`config.mk`:
```
export PLATFORM = sky130hd
export DESIGN_NAME = shift_reg_universal
export DESIGN_NICKNAME = d
export VERILOG_FILES = /design/src/rtl/shift_pkg.sv /design/src/rtl/shift_run_counter.sv /design/src/rtl/shift_reg_universal.sv
export SDC_FILE = /design/constraint.sdc
export NUM_CORES = 1
export LEC_CHECK = 0
export BUFFER_PORTS_ARGS = -buffer_cell sky130_fd_sc_hd__clkbuf_2
export CAP_MARGIN = 10
export CORE_MARGIN = 5
export CORE_UTILIZATION = 43
export DETAILED_ROUTE_END_ITERATION = 10
export GPL_TIMING_DRIVEN = 0
export HOLD_SLACK_MARGIN = 0.12
export PLACE_DENSITY = 0.7
export SYNTH_ARGS = -nofsm -noshare
export SYNTH_HDL_FRONTEND = slang
export SYNTH_SLANG_ARGS = --single-unit
export TNS_END_PERCENT = 1
```
`constraint.sdc`:
```
create_clock -name clk_2 -period 1.2 [get_ports clk_2]
set_clock_uncertainty 0.05 [all_clocks]
set_input_delay 0.18 -clock clk_2 [delete_from_list [all_inputs] [get_ports clk_2]]
set_output_delay 0.18 -clock clk_2 [all_outputs]
set_load 0.01 [all_outputs]
```
`src/rtl/shift_pkg.sv`:
```
// Shared types for the universal shift register:
// operation modes and run-direction tracking.
package shift_pkg;

  typedef enum logic [1:0] {
    MODE_HOLD = 2'b00,
    MODE_SHR  = 2'b01,
    MODE_SHL  = 2'b10,
    MODE_LOAD = 2'b11
  } shift_mode_t;

  typedef enum logic [1:0] {
    DIR_NONE = 2'b00,
    DIR_R    = 2'b01,
    DIR_L    = 2'b10
  } dir_t;

  function automatic dir_t mode_dir(
    input shift_mode_t m
  );
    return (m == MODE_SHL) ? DIR_L : DIR_R;
  endfunction

endpackage

```
`src/rtl/shift_run_counter.sv`:
```
// Counts consecutive same-direction shifts and pulses
// wrap_pulse for one cycle when a full word has moved.
module shift_run_counter
  import shift_pkg::*;
#(
  parameter  int NBITS_DATA = 4,
  localparam int NBITS_CNT  = $clog2(NBITS_DATA + 1)
) (
  input  logic                 clk_2,
  input  logic                 reset,
  input  logic                 shift_en,
  input  dir_t                 dir,
  input  logic                 clear,
  output logic [NBITS_CNT-1:0] count,
  output logic                 wrap_pulse
);

  localparam logic [NBITS_CNT-1:0] CNT_WRAP =
    NBITS_CNT'(NBITS_DATA);
  localparam logic [NBITS_CNT-1:0] CNT_ONE =
    NBITS_CNT'(1);

  logic [NBITS_CNT-1:0] count_q;
  logic [NBITS_CNT-1:0] count_d;
  logic [NBITS_CNT-1:0] inc;
  dir_t                 last_q;
  dir_t                 last_d;
  logic                 wrap_q;
  logic                 wrap_d;
  logic                 same_run;
  logic                 new_run;

  assign same_run = shift_en && !clear &&
    (last_q == dir || last_q == DIR_NONE);
  assign new_run  = shift_en && !clear && !same_run;
  assign inc      = count_q + CNT_ONE;

  always_comb begin
    count_d = count_q;
    last_d  = last_q;
    wrap_d  = 1'b0;
    unique case (1'b1)
      clear: begin
        count_d = '0;
        last_d  = DIR_NONE;
      end
      same_run: begin
        last_d = dir;
        if (inc == CNT_WRAP) begin
          count_d = '0;
          wrap_d  = 1'b1;
        end else begin
          count_d = inc;
        end
      end
      // a direction change starts a fresh run of one
      new_run: begin
        count_d = CNT_ONE;
        last_d  = dir;
      end
      default: ;
    endcase
  end

  always_ff @(posedge clk_2 or posedge reset) begin
    if (reset) begin
      count_q <= '0;
      last_q  <= DIR_NONE;
      wrap_q  <= 1'b0;
    end else begin
      count_q <= count_d;
      last_q  <= last_d;
      wrap_q  <= wrap_d;
    end
  end

  assign count      = count_q;
  assign wrap_pulse = wrap_q;

endmodule

```
`src/rtl/shift_reg_universal.sv`:
```
// Universal shift register: hold, shift right/left, load,
// with serial taps and a word-complete pulse for SERDES use.
module shift_reg_universal
  import shift_pkg::*;
#(
  parameter int NBITS_DATA = 4,
  parameter int NBITS_CNT  = $clog2(NBITS_DATA + 1)
) (
  input  logic                  clk_2,
  input  logic                  reset,
  input  shift_mode_t           mode,
  input  logic [NBITS_DATA-1:0] data_in_parallel,
  input  logic                  data_in_serial_r,
  input  logic                  data_in_serial_l,
  output logic [NBITS_DATA-1:0] data_out,
  output logic                  serial_out_r,
  output logic                  serial_out_l,
  output logic [NBITS_CNT-1:0]  shift_count,
  output logic                  word_ready
);

  logic [NBITS_DATA-1:0] data_q;
  logic [NBITS_DATA-1:0] data_d;
  logic                  is_shr;
  logic                  is_shl;
  logic                  is_load;

  assign is_shr  = (mode == MODE_SHR);
  assign is_shl  = (mode == MODE_SHL);
  assign is_load = (mode == MODE_LOAD);

  always_comb begin
    data_d = data_q;
    unique case (1'b1)
      is_shr:  data_d = {data_in_serial_r,
                         data_q[NBITS_DATA-1:1]};
      is_shl:  data_d = {data_q[NBITS_DATA-2:0],
                         data_in_serial_l};
      is_load: data_d = data_in_parallel;
      default: ;
    endcase
  end

  always_ff @(posedge clk_2 or posedge reset) begin
    if (reset) begin
      data_q <= '0;
    end else begin
      data_q <= data_d;
    end
  end

  shift_run_counter #(
    .NBITS_DATA (NBITS_DATA)
  ) u_run (
    .clk_2      (clk_2),
    .reset      (reset),
    .shift_en   (is_shr | is_shl),
    .dir        (mode_dir(mode)),
    .clear      (is_load),
    .count      (shift_count),
    .wrap_pulse (word_ready)
  );

  assign data_out     = data_q;
  assign serial_out_r = data_q[0];
  assign serial_out_l = data_q[NBITS_DATA-1];

endmodule

```
* After elaboration in Yosys (flattened, before gate mapping)
Cells that the tools add are included.
** Storage, ports and cells
- Register bits after elaboration :: 10
- Word-level logic and storage cells :: 29
** Operators by class
- $add $sub $neg :: 1
- Eq/ne operators :: 5
- Muxes and demuxes :: 7
- Bitwise gates (word level) :: 1
- Reduce and logical (&&, ||, !) cells :: 11
** Operators with widths (count)
- one-hot mux 4 bit (3 select lines) :: 1
- one-hot mux 3 bit (3 select lines) :: 1
- nonzero test 3 bit :: 2
- equality test 2 bit (second input constant) :: 2
- one-hot mux 2 bit (2 select lines) :: 1
- adder 3 x 1 -> 3 bit (second input constant) :: 1
- equality test 3 bit (second input constant) :: 1
- logical AND 1 bit :: 3
- two-way mux 3 bit :: 1
- equality test 2 x 1 -> 1 bit (second input constant) :: 1
- equality test 2 bit :: 1
- logical NOT 1 bit :: 2
- logical NOT 2 bit :: 1
- two-way mux 1 bit :: 2
- two-way mux 2 bit :: 1
- nonzero test 2 bit :: 1
- OR reduction 2 bit :: 1
- logical OR 1 bit :: 1
- OR 1 bit :: 1

* Logic depth before layout (Yosys ltp)
Gate-level depths: netlist (run 1).
- Word-level depth :: 9
- Depth in mapped cells :: 6
- Depth with buffers taken out :: 5

* Hierarchy
Synthesis (run 1) repeated with hierarchy kept, for this count alone.
** Second synthesis, totals
- Cell total of the unflattened synthesis :: 69
- Area total of the unflattened synthesis :: 676.9 sq um
** By module, submodules not included
- shift_run_counter :: times used 1, cells an instance 33, area an instance 346.6 sq um, seq. area each 150.1 sq um
- shift_reg_universal :: times used 1, cells an instance 36, area an instance 330.3 sq um, seq. area each 100.1 sq um

* Worst setup path after synthesis (run 1)
Ideal clock, no wire load.
- Kind :: register to register
- From :: register u_run.count_q[0] (netlist: u_run.count[0])
- To :: register u_run.count_q[0] (netlist: u_run.count[0])
- Library setup time :: 120 ps
- Arrival :: 1106 ps
- Required time :: 1030 ps
- Setup slack :: -76 ps
- Cell stages (with the launch flop) :: 5
- Clock period less this slack :: 1276 ps
- Cells stage by stage :: dfrtp_1 ha_1 xor2_1 nand2_1 a31o_2
** On the way
- Cells in the longest elaborated chain, start to end :: 4
** Ends and longest elaborated chain
- from (decl) :: RTL line shift_run_counter.sv:23 : logic [NBITS_CNT-1:0] count_q;
- from (signal assigned) :: RTL line shift_run_counter.sv:71 : count_q <= count_d;
- adder 3 x 1 -> 3 bit * :: RTL line shift_run_counter.sv:36 : assign inc = count_q + CNT_ONE;
- equality test 3 bit :: RTL line shift_run_counter.sv:49 : if (inc == CNT_WRAP) begin
- two-way mux 3 bit * :: RTL line shift_run_counter.sv:49
- one-hot mux 3 bit (3 select lines) * :: RTL line shift_run_counter.sv:42 : unique case (1'b1)
Every way passes the cells marked *; elsewhere a longest branch is shown, timed or not.
A chain may end at the register's enable or synchronous reset.

* Worst setup path in the final report (run 1)
- From :: register u_run.count_q[1] (netlist: u_run.count[1])
- To :: register u_run.count_q[0] (netlist: u_run.count[0])
** On the way
- Cells in the longest elaborated chain, start to end :: 4
** Ends and longest elaborated chain (RTL line)
- adder 3 x 1 -> 3 bit :: shift_run_counter.sv:36
- equality test 3 bit :: shift_run_counter.sv:49
- two-way mux 3 bit :: shift_run_counter.sv:49
- one-hot mux 3 bit (3 select lines) :: shift_run_counter.sv:42
No other way between the ends.

==> results.cfg, run 1 <==
[synthesis]
yosysSeqAreaShare = 0.411
synthAdderAreaFrac = 0.144
yosysTopAreaCell = dfrtp_1
synthMuxAreaShare = 0.0534
synth_seq_cells = 10
yosysTopAreaCellShare = 0.411
yosysUniqueCellTypes = 19
syn-instance-count = 61
yosysWarnings = 0
synth_area_leaders = dfrtp_1, ha_1, a22o_2
synthXorXnorAreaFrac = 0.0144
synth_simple_gate_area_frac = 0.0801
syn-num-nets = 78
synth-compound-area-share = 0.207
synth_area_per_cell_um2 = 9.99
netlist_area_um2 = 609
synth_top_family_by_area = compound AO/OA/AOI/OAI gates

[floorplanning]
ios = 20
start_util = 0.462
num_rows = 13
core_area_um2 = 1320
dieArea_um2 = 2270
chipWidth_um = 47.6
die_h_um = 47.6

[cts]
cts-buffers-inserted = 3
cts_tree = done
clk_pin_slew_worst_paths_ns = 0.07
root_buffer = clkbuf_4
clock-sinks = 10
clk_latency_ns = 0.26
clk_path_buf_depth = 2
htreeDepth = 1

[job]
drv_cap = 0

[place]
dp_hpwl_um = 957
dp_slack_ns = -0.236
gp_congestion = 0.721
portBuffers = 19

[layout]
fillers = 114
syn_to_final_growth_pct = 33.5
final_common_cell = clkbuf_2
layout.nets = 105
antenna_cells = 0
mostFrequentLayoutCells = clkbuf_2, dfrtp_1, inv_1
drive_gt1_frac = 0.483

[worst_setup_path]
cp.arrival_ns = 1.35
critical_path_class = reg2reg
start_kind = flip-flop
cp_max_fo = 3
worstPathRequired_ns = 1.31
cp-end-kind = flip-flop
worstSetupStartpoint = u_run.count[1]
rr_startpoint = u_run.count[1]

[timing]
hold_viol = 0
fin_ws_ns = -0.0491
setup_tns_ns = -0.0517
worst_pin_slew_ns = 0.395
grt_setup_unrepaired = true
fin_crit_sh = 1.04
period_needed_ns = 1.25
fmax_mhz = 801
max_slew_margin = 0.737
setup-violations-final = 2
slew_violations = 0

[global_routing]
grt_pass1_wl_um = 1980
grt-ovfl-total = 0
grt_pass1_vias = 456
antenna_found_initial = 0
grt_start_max_net_pins = 11
track_usage = 0.124

[routing]
viasPerCell = 4.92
ant_nets = 0
wire_per_inst_um = 12.0
first_pass_iters = 4
first_iter_violations = 5
wl_um = 1230
drc = 0
vias = 502

[run_status]
status = finished with violations
violations = negative setup slack

[hold_path]
hold_path_class = in2reg
hold_start = data_in_serial_r

[power_and_ir_drop]
p_leak_uw = 0.000435
peakVddDrop_uv = 867
power.density_nw_per_um2 = 1270
synth_stat cells:
cell,number
a211oi_1,4
a21oi_1,5
a22o_2,4
a31o_2,1
buf_2,2
buf_4,2
dfrtp_1,10
ha_1,7
inv_1,8
mux2_2,2
mux2i_1,1
nand2_1,5
nand2b_1,1
nand3_1,1
nor2_1,3
nor3b_1,1
o21ai_0,2
o31ai_2,1
xor2_1,1
per-layer routing:
metal | share of wire | wire (µm) | GRT usage | vias up
met2 | 0.50 | 616 | 0.198 | 14
met4 | 0 | 0 | 0.0161 | 0
met3 | 0.081 | 100 | 0.0564 | 0
met1 | 0.42 | 511 | 0.159 | 230
li1 | - | - | - | 258
met5 | 0 | 0 | 0 | -
cells by family (layout without fill, tap and decap cells):
| family | count (synthesis) | after routing |
|---|---|---|
| xor+xnor | 1 | 1 |
| simple gates | 11 | 11 |
| buf+inv | 12 | 38 |
| mux | 3 | 3 |
| compound gates | 17 | 17 |
| fa+ha+maj | 7 | 7 |
| flops | 10 | 10 |
metrics by stage:
stage	hold WS [ns]	power [µW]	util	std cells	instance area [µm²]
floorplan	-0.0298	600	-	61	614
global placement	0.105	692	0.553	95	728
detailed placement	0.109	700	0.553	95	728
CTS	0.144	1020	0.594	101	782
global route	0.160	1110	0.617	102	813
finish	0.145	1040	0.617	102	813
flip-flops by register name (all words and copies together), names as in the netlist:
name	flops
u_run.last_q	2
u_run.wrap_pulse	1
u_run.count	3
data_out	4
worst max-delay path, stage by stage, from the launching register on:
cell and delay, ns:
dfrtp_1 0.42, ha_4 0.18, xor2_1 0.17, nand2_1 0.11, a31o_2 0.21
worst paths after layout:
check / end / slack [ns] / cells after the start
setup / recovery: u_run.count[0] / -0.05 / 4
hold / removal: data_out[3] / 0.14 / 3
setup reg to reg: u_run.count[0] / -0.05 / 4
hold reg to reg: u_run.last_q[1] / 0.49 / 1
max in group asynchronous: u_run.last_q[1] / 0.45 / 3
min in group asynchronous: u_run.wrap_pulse / 0.37 / 3
layout make-up:
| cell class | count | area (µm²) | share of cell area |
|---|---|---|---|
| Inverter | 8 | 30.0 | 0.0369 |
| Buffer | 4 | 25.0 | 0.0308 |
| Sequential cell | 10 | 250 | 0.308 |
| Clock buffer | 4 | 36.3 | 0.0446 |
| Tap cell | 15 | 18.8 | 0.0231 |
| Multi-Input combinational cell | 39 | 333 | 0.409 |
| Timing Repair Buffer | 22 | 120 | 0.148 |
where the power goes:
group          leakage (µW)  total, µW  switching [µW]  internal, µW
Combinational      0.000289        302             145           157
Sequential         0.000125        432            51.2           381
Clock             0.0000210        301             117           184
Total              0.000435       1040             313           723
what timing repair did:
action	4_1_cts	5_1_grt
hold buffers	1	0
buffers inserted	1	1
hold endpoints to repair	10	0
pin swaps	2	1
endpoints found under the setup margin	2	4
cloned	0	0
gates resized for setup	0	4
Power figures use the tool's default switching activity.
==> inputs of run 2 (changes only) <==
- ABC_AREA: default -> 1
- CORE_UTILIZATION: 43 -> 42
- CTS_CLUSTER_SIZE: default -> 28
- PLACE_DENSITY: 0.7 -> 0.69
- REMOVE_ABC_BUFFERS: default -> 1
==> run 2 against run 1 <==
Effect of this change:
- the flow now finishes without violations
- maximum frequency increased by 8.5%
- routed wire length increased by 2.3%
- die area increased by 0.21%
- sequential power decreased by 3%
- global-route usage increased by 0.15 points
- register-to-register slack improved by 0.098 ns
- first-iteration DRC count increased by 140%
- clock-buffer cell count unchanged
- total power decreased by 7.2%
- synthesized cell count increased by 21%
- setup slack improved by 0.098 ns
==> results.cfg, run 2 <==
[run_status]
status = complete, no violations

[cts]
post-cts-setup-buffer-count = 0
clk_latency_ns = 0.27
root_buffer = clkbuf_4
cts-buffers-inserted = 3
clk_pin_slew_worst_paths_ns = 0.07
clock-sinks = 10
cts_tree = done
clk_path_buf_depth = 2
htreeDepth = 1

[synthesis]
synthMuxAreaShare = 0
yosysUniqueCellTypes = 18
yosysWarnings = 0
synth_area_per_cell_um2 = 8.07
synth_flop_cell = dfrtp_1
synth_enable_flop_cells = 0
synth_seq_cells = 10
netlist_area_um2 = 597
synth_top_family_by_area = simple AND/OR/NAND/NOR gates
synthXorXnorAreaFrac = 0
synth.most_common_cell = nand2_1
yosysSeqAreaShare = 0.419
synth_area_leaders = dfrtp_1, ha_1, nand2_1
yosysTopAreaCell = dfrtp_1
ys_top_cells_by_count = nand2_1, dfrtp_1, inv_1, ha_1, nor2_1
synth_simple_gate_area_frac = 0.243
synthAdderAreaFrac = 0.147
syn-instance-count = 74
yosysTopAreaCellShare = 0.419
synthArstFlopShare = 1.00
synth-compound-area-share = 0.101

[routing]
wl_um = 1260
viasPerCell = 4.75
vias = 541
drc = 0
wire_per_inst_um = 11.0
ant_nets = 0
first_pass_iters = 4
first_iter_violations = 12

[worst_setup_path]
cp.arrival_ns = 1.26
cp-end-kind = flip-flop
crit_chain = ha_2 -> inv_1 -> nand2_1 -> nand3_1 -> nor2_2 -> o21ai_1
r2r_slack_ns = 0.05
cp_max_fo = 5
rr_startpoint = u_run.count[0]
worstRegToRegCells = 6
crit_path_max_incr_delay_ns = 0.42
worstPathRequired_ns = 1.31
critPathSlowestCell = dfrtp_1
rr_endpoint = u_run.count[0]
start_kind = flip-flop
critical_path_class = reg2reg

[hold_path]
hold_path_class = in2reg
hold_end = data_out[0]
hold_start = data_in_serial_l
min_path_cells = 3

[timing]
fmax_mhz = 868
hold_viol = 0
slew_violations = 0
grt_setup_unrepaired = true
period_needed_ns = 1.15
max_slew_margin = 0.739
setup-violations-final = 0
fin_crit_sh = 0.960
fin_hold_ws_ns = 0.153
worst_pin_slew_ns = 0.392
fin_ws_ns = 0.0485

[global_routing]
grt-ovfl-total = 0
grt_pass1_vias = 464
track_usage = 0.125
grt_start_max_net_pins = 12
antenna_found_initial = 0
grt_pass1_wl_um = 1940

[power_and_ir_drop]
p_comb_frac = 0.241
total_switching_power_uw = 295
power_frac_clock = 0.323
p_int_uw = 667
peakVddDrop_uv = 715
p_total_uw = 961
p_sw_frac = 0.307
p_leak_uw = 0.000422
power.density_nw_per_um2 = 1230
seq_power_share = 0.436

[layout]
mostFrequentLayoutCells = nand2_1, clkbuf_2, dfrtp_1
layout.nets = 117
antenna_cells = 0
finish.utilization = 0.594
largest_reg_flops = 4
final_common_cell = nand2_1
syn_to_final_growth_pct = 31.0
drive_gt1_frac = 0.293

[floorplanning]
num_rows = 13
chipWidth_um = 47.7
ios = 20
dieArea_um2 = 2270
start_util = 0.453
core_area_um2 = 1320
die_h_um = 47.7

[place]
dp_slack_ns = -0.249
portBuffers = 19
gp_congestion = 0.757
dp_hpwl_um = 927

[job]
drv_cap = 0
==> run 2: cell count changes after synthesis, sizes merged, moves of 2 or more <==
| cell | change |
|---|---|
| a22o | -4 |
| nand2 | +17 |
| a211oi | -4 |
| mux2 | -2 |
| a31oi | +3 |
| nand3 | +3 |
| nor2 | +4 |
==> run 2: power groups by stage <==
stage | Sequential [µW] | Clock (µW) | Combinational (µW)
CTS | 418 | 317 | 232
finish | 419 | 311 | 232
global placement | 423 | 0 | 216
floorplan | 442 | 0 | 110
global route | 424 | 331 | 263
detailed placement | 425 | 0 | 219
==> run 2: critical path: cells and delay by family (launching register included) <==
family | cells | cell delay (ns)
AND/OR/NAND/NOR | 3 | 0.25
AO/OA/AOI/OAI | 1 | 0.08
adder cells (fa/ha/maj) | 1 | 0.20
buffers and inverters | 1 | 0.04
flip-flops | 1 | 0.42
==> run 2: worst max-delay path by stage <==
stage	to	startpoint	cells after the start
6_report	u_run.count[0]	u_run.count[0]	6
5_1_grt	u_run.count[0]	u_run.count[0]	6
4_1_cts	u_run.count[0]	u_run.count[0]	5
3_5_place_dp	data_out[2]	mode[0]	7
3_3_place_gp	data_out[2]	mode[0]	7
2_1_floorplan	u_run.count[0]	u_run.count[0]	5
==> run 2: layer usage <==
metal	vias to the layer above	global-route usage	share of wire
met5	-	0	0
met4	0	0.113	0.030
met3	4	0.0226	0.045
met2	15	0.166	0.46
met1	235	0.169	0.46
li1	287	-	-
==> run 2: stage by stage <==
step | instances | TNS (ns) | instance area (µm²)
global placement | 105 | -1.37 | 691
global route | 114 | -0.0458 | 782
floorplan | 71 | 0 | 577
finish | 114 | 0 | 782
detailed placement | 105 | -1.48 | 691
CTS | 114 | 0 | 777
==> run 2: cell families after synthesis <==
logic type,after synthesis
AOI/OAI and AO/OA,11
adders and majority gates,7
DFF,10
buffers and inverters,12
and+or+nand+nor,34
==> run 2: area by class of cell <==
class	instances	area [µm²]
Clock buffer	4	36.3
Fill cell	123	536
Inverter	9	33.8
Multi-Input combinational cell	52	298
Sequential cell	10	250
Tap cell	15	18.8
Timing Repair Buffer	24	145
==> run 2: repair_timing <==
| action | CTS | global route |
|---|---|---|
| resized for setup | 0 | 2 |
| hold endpoints to repair | 13 | 0 |
| endpoints found under the setup margin | 0 | 6 |
| hold buffers | 5 | 0 |
